### src/rtl/ks_adder_pipe.sv
// Pipelined Kogge-Stone adder/subtractor: one register stage per prefix level,
// with a valid/ready chain that lets bubbles collapse anywhere in the pipe.
module ks_adder_pipe #(
  parameter int WIDTH = 32,
  parameter int TAG_W = 4
) (
  input  logic             clk,
  input  logic             rst,
  input  logic             in_valid,
  output logic             in_ready,
  input  logic [WIDTH-1:0] in_a,
  input  logic [WIDTH-1:0] in_b,
  input  logic             in_cin,
  input  logic             in_sub,
  input  logic [TAG_W-1:0] in_tag,
  output logic             out_valid,
  input  logic             out_ready,
  output logic [WIDTH-1:0] out_sum,
  output logic             out_cout,
  output logic             out_ovf,
  output logic             out_zero,
  output logic [TAG_W-1:0] out_tag
);

  localparam int LOG2W = $clog2(WIDTH);
  localparam int L     = LOG2W + 2;

  logic [L-1:0] v_q, v_d;
  logic [L-1:0] rdy;

  // Unrolled ready chain: stage k can load unless it and everything after it is full and stalled.
  for (genvar k = 0; k < L; k++) begin : g_rdy
    assign rdy[k] = out_ready || !(&v_q[L-1:k]);
  end

  assign in_ready  = rdy[0] && !rst;
  assign out_valid = v_q[L-1];
  assign v_d       = {v_q[L-2:0], in_valid};

  always_ff @(posedge clk or posedge rst) begin
    if (rst) begin
      v_q <= '0;
    end else begin
      for (int unsigned k = 0; k < L; k++) begin
        if (rdy[k]) v_q[k] <= v_d[k];
      end
    end
  end

  logic [WIDTH-1:0] bx;
  logic [WIDTH-1:0] g_q   [LOG2W+1];
  logic [WIDTH-1:0] p_q   [LOG2W+1];
  logic [WIDTH-1:0] x_q   [LOG2W+1];
  logic             c_q   [LOG2W+1];
  logic             am_q  [LOG2W+1];
  logic             bm_q  [LOG2W+1];
  logic [TAG_W-1:0] tag_q [LOG2W+1];
  logic [WIDTH-1:0] g_d   [1:LOG2W];
  logic [WIDTH-1:0] p_d   [1:LOG2W];

  assign bx = in_sub ? ~in_b : in_b;

  // Grey cells fold the carry-in into bits whose group already reaches bit 0 and
  // zero their propagate; the output stage finishes any bit still missing it.
  always_comb begin
    int unsigned span;
    span = 0;
    for (int unsigned k = 1; k <= LOG2W; k++) begin
      span   = 1 << (k - 1);
      g_d[k] = g_q[k-1];
      p_d[k] = p_q[k-1];
      for (int unsigned i = 0; i < WIDTH; i++) begin
        if (i >= span) begin
          g_d[k][i] = g_q[k-1][i] | (p_q[k-1][i] & g_q[k-1][i-span]);
          p_d[k][i] = p_q[k-1][i] & p_q[k-1][i-span];
        end else begin
          g_d[k][i] = g_q[k-1][i] | (p_q[k-1][i] & c_q[k-1]);
          p_d[k][i] = 1'b0;
        end
      end
    end
  end

  always_ff @(posedge clk) begin
    if (rdy[0]) begin
      g_q[0]   <= in_a & bx;
      p_q[0]   <= in_a | bx;
      x_q[0]   <= in_a ^ bx;
      c_q[0]   <= in_sub | in_cin;
      am_q[0]  <= in_a[WIDTH-1];
      bm_q[0]  <= bx[WIDTH-1];
      tag_q[0] <= in_tag;
    end
    for (int unsigned k = 1; k <= LOG2W; k++) begin
      if (rdy[k]) begin
        g_q[k]   <= g_d[k];
        p_q[k]   <= p_d[k];
        x_q[k]   <= x_q[k-1];
        c_q[k]   <= c_q[k-1];
        am_q[k]  <= am_q[k-1];
        bm_q[k]  <= bm_q[k-1];
        tag_q[k] <= tag_q[k-1];
      end
    end
  end

  logic [WIDTH-1:0] carry, sum_d;

  assign carry = g_q[LOG2W] | (p_q[LOG2W] & {WIDTH{c_q[LOG2W]}});
  assign sum_d = x_q[LOG2W] ^ {carry[WIDTH-2:0], c_q[LOG2W]};

  always_ff @(posedge clk or posedge rst) begin
    if (rst) begin
      out_sum  <= '0;
      out_cout <= 1'b0;
      out_ovf  <= 1'b0;
      out_zero <= 1'b0;
      out_tag  <= '0;
    end else if (rdy[L-1]) begin
      out_sum  <= sum_d;
      out_cout <= carry[WIDTH-1];
      out_ovf  <= (am_q[LOG2W] == bm_q[LOG2W]) && (sum_d[WIDTH-1] != am_q[LOG2W]);
      out_zero <= ~|sum_d;
      out_tag  <= tag_q[LOG2W];
    end
  end

endmodule

### config.mk
export PLATFORM = sky130hd
export DESIGN_NAME = ks_adder_pipe
export DESIGN_NICKNAME = d
export VERILOG_FILES = /design/src/rtl/ks_adder_pipe.sv
export SDC_FILE = /design/constraint.sdc
export NUM_CORES = 1
export LEC_CHECK = 0
export CORE_UTILIZATION = 30
export CTS_CLUSTER_SIZE = 10
export DETAILED_ROUTE_END_ITERATION = 7
export GPL_TIMING_DRIVEN = 1
export SLEW_MARGIN = 40
export SYNTH_ARGS = -nofsm -noshare
export SYNTH_HDL_FRONTEND = slang
export SYNTH_SLANG_ARGS = --single-unit
export TNS_END_PERCENT = 5
### constraint.sdc
create_clock -name clk -period 5.8 [get_ports clk]
set_clock_uncertainty 0.15 [all_clocks]
set_input_delay 0.58 -clock clk [delete_from_list [all_inputs] [get_ports clk]]
set_output_delay 0.58 -clock clk [all_outputs]
set_load 0.05 [all_outputs]
# ---- Word level (Yosys, flattened, before mapping)
# Memory sizes are Yosys's and may differ from the RTL's. A register that Yosys moved wholly into a read port is not among the register bits.
# Cells that the tools add are included.
dict set report word_totals {
  out_inout_bits 41
  romBits 0
  regBits 42
  latch_bits 0
  mem_bits_rw 618
  mem_count 7
  elab_cells 515
  input_bits 74
}
# name depth width rd rd_clocked_by_memory_dff write_ports line_no
set memory_table {}
lappend memory_table {g_q 6 32 6 0 6 51} ;# logic [WIDTH-1:0] g_q [LOG2W+1];
lappend memory_table {p_q 6 32 6 0 6 52} ;# logic [WIDTH-1:0] p_q [LOG2W+1];
lappend memory_table {x_q 6 32 6 0 6 53} ;# logic [WIDTH-1:0] x_q [LOG2W+1];
lappend memory_table {tag_q 6 4 6 1 6 57} ;# logic [TAG_W-1:0] tag_q [LOG2W+1];
lappend memory_table {am_q 6 1 6 0 6 55} ;# logic am_q [LOG2W+1];
lappend memory_table {bm_q 6 1 6 0 6 56} ;# logic bm_q [LOG2W+1];
lappend memory_table {{1 more memories} -- -- -- -- -- --}
dict set report op_classes {
  n_shift 0
  add_sub_neg 0
  order_cmp 0
  div_mod_pow 0
  mux 13
  n_reduce_logical 25
  n_eq_ne 2
  bitwise_logic 457
  multipliers 0
}
# cell count
set op_table {}
lappend op_table {{AND 1 bit} 289}
lappend op_table {{OR 1 bit} 161}
lappend op_table {{AND 32 bit} 2}
lappend op_table {{OR 32 bit} 2}
lappend op_table {{bitwise XOR 32 bit} 2}
lappend op_table {{two-way mux 32 bit} 1}
lappend op_table {{inverter 32 bit} 1}
lappend op_table {{OR reduction 32 bit} 1}
lappend op_table {{two-way mux 1 bit} 12}
lappend op_table {{zero test 1 bit} 9}
lappend op_table {{logical OR 1 bit} 7}
lappend op_table {{AND reduction 7 bit} 1}
lappend op_table {{AND reduction 6 bit} 1}
lappend op_table {{AND reduction 5 bit} 1}
lappend op_table {{AND reduction 4 bit} 1}
lappend op_table {{AND reduction 3 bit} 1}
lappend op_table {{logical AND 1 bit} 2}
lappend op_table {{AND reduction 2 bit} 1}
lappend op_table {{== test 1 bit} 1}
lappend op_table {{inequality test 1 bit} 1}

# ---- Longest topological paths before layout
# An unclocked memory read counts as a cell.
dict set report depth {
  ltp_word 6
  ltp_mapped 6
  depth_no_buf 4
}

# ---- Least setup slack after synthesis
# OpenSTA, ideal clock, no wires.
dict set report synth_timing {
  path_kind {reg-to-reg}
  start {reg v_q[6]}
  end {mem am_q[0], enable pin}
  arrival_ps 3487
  stages_incl_launch_ff 4
  path_buffers 0
  synth_period_minus_slack_ps 4851
  required_time_ps 4436
  setup_time_ps 1214
  slack_ps 949
  cell_sequence {dfrtp_1 and4b_1 and3_1 nand3_1}
}
# item line_no
set synth_rtl {}
lappend synth_rtl {{start: declaration} 28} ;# logic [L-1:0] v_q, v_d;
lappend synth_rtl {{start signal: indexed assignment} 45} ;# if (rdy[k]) v_q[k] <= v_d[k];
lappend synth_rtl {{end: declaration} 55}

# ---- Worst setup path in the final report
dict set report layout_timing {
  start {in out_ready}
  end {out in_ready}
}
dict set report layout_via {
  elab_chain_cells 2
}
# item line_no
set layout_rtl {}
lappend layout_rtl {{start: declaration} 17} ;# input logic out_ready,
lappend layout_rtl {{logical OR 1 bit} 33} ;# assign rdy[k] = out_ready || !(&v_q[L-1:k]);
lappend layout_rtl {{logical AND 1 bit} 36} ;# assign in_ready = rdy[0] && !rst;
lappend layout_rtl {{end: declaration} 10} ;# output logic in_ready,
# Every way passes these cells.

==> flow_summary.yaml <==
sta:
  fin_crit_sh: 0.623
  drv_slew: 0
  fin_tns_setup_ns: 0
  tightestPinTransition_ns: 0.721
  final-hold-violation-count: 0
  max_freq_ghz: 0.277
  period_needed_ns: 3.61
  max_slew_margin: 0.519
  setup-violations-final: 0
  rsz0062_at_grt: "false"
hold_path:
  worstHoldStart: "x_q[4][11]"
  min_path_type: "flop to flop"
worst_setup_path:
  cp-start-kind: "primary input"
  crit_start: "out_ready"
  endpoint_kind: "output pin"
  crit_required_ns: 5.07
  crit_arrival_ns: 2.88
  crit_fanout: 5
  slowest_stage: "clkdlybuf4s50_1"
  crit_path_frequent_cell: "clkdlybuf4s50_1"
  reg2reg_from: "v_q[6]"
  slowest_delay_ns: 0.72
  path_cells: "clkdlybuf4s50_1 > and4b_1 > and3_1 > a31oi_1 > clkdlybuf4s50_1"
  worstSetupPathType: "primary input to output pin"
cells_and_area:
  nets: 1519
  area_delta_synth_final_pct: 19.6
  drive_above_1_share: 0.0677
  fin_cells: 2354
  antennaDiodeCount: 0
detailed_routing:
  routed_wl_um: 37000
  drt_drc_violations_left: 0
  postRouteAntennaNets: 0
  num_vias: 9586
  drt_iter0_drc: 465
  viasPerCell: 4.07
  firstDrtPassIters: 5
  wl_per_cell_um: 15.7
clock_tree:
  postCtsSetupBuffers: 0
  h-tree-depth: 3
  cts_root_buf: "clkbuf_16"
  cts_made_buffers: 70
  clock_latency_ns: 0.57
  cts_buffer_depth: 3
  cts_sinks: 607
  hold_buffers: 0
  cts.repair.resized: 0
  cts_tree: "built"
  cts.clk_slew.worst_paths_ns: 0.05
die:
  coreArea_um2: 72100
  die_area_um2: 74500
  start_util: 0.305
  die-height_um: 273
  pin_count: 115
  die_w_um: 273
  rows: 98
pwr:
  seq_power_share: 0.558
  static-leakage-power_nw: 10.2
  power.density_nw_per_um2: 462
  switching_share: 0.255
  vdd_drop_max_mv: 0.324
  pwr-share-clk: 0.307
  switchingPower_mw: 3.10
  p_int_mw: 9.07
  combPwrFrac: 0.134
  power_mw: 12.2
grt:
  grt_pass1_vias: 10300
  grt_antenna_before_repair: 8
  track_usage: 0.102
  grt_overflow: 0
  grt_max_degree: 105
  grt_pass1_wl_um: 58100
synthesis:
  synth_edf_count: 561
  ys_async_sr_fraction: 0.0758
  synth_ff_type: "edfxtp_1"
  yosysWarnings: 0
  synth_fp_nets: 1338
  ys_top_cells_by_area: "edfxtp_1, dfrtp_1, a21o_1"
  synthTopCellsByCount: "edfxtp_1, a21o_1, and2_1"
  yosysMostFrequentCell: "edfxtp_1"
  ys_types: 30
  syn_inst: 1200
  synth_area_um2: 22000
  syn-mean-instance-area_um2: 18.3
  synth-seq-cells: 607
  yosysTopAreaCell: "edfxtp_1"
  ys_seq_area_frac: 0.817
  netlist.area_leader.share: 0.765
placement:
  place_inst: 2259
  dp_hpwl_um: 26500
  gp_congestion: 0.774
  io_buffers: 114
run_status:
  status: "finished, final reports clean"
job:
  maxCapViolCount: 0
## cell usage in the layout, fill, tap and decap left out, types with 18 or more instances in the layout
| cell | count |
|---|---|
| a21o_1 | 134 |
| a21oi_1 | 28 |
| and2_1 | 104 |
| clkbuf_1 | 18 |
| clkbuf_16 | 72 |
| clkdlybuf4s50_1 | 113 |
| dfrtp_1 | 46 |
| edfxtp_1 | 561 |
| ha_1 | 64 |
| inv_1 | 96 |
| nor2_1 | 41 |
| xnor2_1 | 28 |
| xor2_1 | 36 |
## critical path, delay by kind of cell
| kind | cells | cell delay [ns] |
|---|---|---|
| AO/OA/AOI/OAI | 1 | 0.14 |
| buffers and inverters | 2 | 1.18 |
| AND/OR/NAND/NOR | 2 | 0.97 |
## power groups by stage
| stage | sequential, mW | clock, mW | combinational (mW) |
|---|---|---|---|
| floorplan | 7.01 | 0 | 0.718 |
| global placement | 6.89 | 0 | 1.63 |
| detailed placement | 6.91 | 0 | 1.65 |
| CTS | 6.83 | 3.86 | 1.66 |
| global route | 6.92 | 4.04 | 1.77 |
| finish | 6.79 | 3.74 | 1.63 |
## registers in the layout, summed over array words and instances (netlist names)
signal / cells
g_q: 192
x_q: 192
p_q: 135
out_sum: 32
tag_q: 24
v_q: 7
am_q: 6
bm_q: 6
c_q: 6
out_tag: 4
out_cout: 1
out_ovf: 1
out_zero: 1
## kinds of logic after synthesis
kind of cell / Yosys count / synth area share
XOR/XNOR: 64 / 0.0255
buffers and inverters: 111 / 0.0199
AND/OR/NAND/NOR: 187 / 0.0472
flip-flops: 607 / 0.817
AO/OA/AOI/OAI: 167 / 0.0536
adder cells (fa/ha/maj): 64 / 0.0364
## per-stage QoR
step	area, µm²	util	hold WS [ns]	setup slack (ns)
3_3_place_gp	24400	0.338	0.255	2.28
6_report	26300	0.365	0.259	2.19
2_1_floorplan	22000	-	0.250	0.949
5_1_grt	26300	0.365	0.262	2.05
3_5_place_dp	24400	0.338	0.255	2.28
4_1_cts	26300	0.365	0.255	2.27
## metal layers
| layer | track usage | vias up | share of wire |
|---|---|---|---|
| li1 | - | 4704 | - |
| met1 | 0.127 | 4621 | 0.44 |
| met2 | 0.171 | 187 | 0.49 |
| met3 | 0.0257 | 60 | 0.052 |
| met4 | 0.0352 | 14 | 0.018 |
| met5 | 0 | - | 0.0024 |
## layout make-up
type / count / area, µm²
clock buffer: 90 / 1870
inverter: 99 / 378
timing repair buffer: 121 / 1220
fill: 6681 / 45800
clock inverter: 5 / 46.3
sequential: 607 / 18000
multi-input combinational: 482 / 3620
tap: 950 / 1190
## worst paths after layout
path | end | slack [ns] | depth (start not counted)
worst min register to register | x_q[5][11] | 0.26 | 0
worst min-delay path | x_q[5][11] | 0.26 | 0
min in group asynchronous | v_q[0] | 0.30 | 2
max in group asynchronous | out_sum[6] | 4.79 | 2
worst max register to register | x_q[2][0] | 3.03 | 4
worst max-delay path | in_ready | 2.19 | 5
Note: power is estimated with default switching activity, not from simulation.
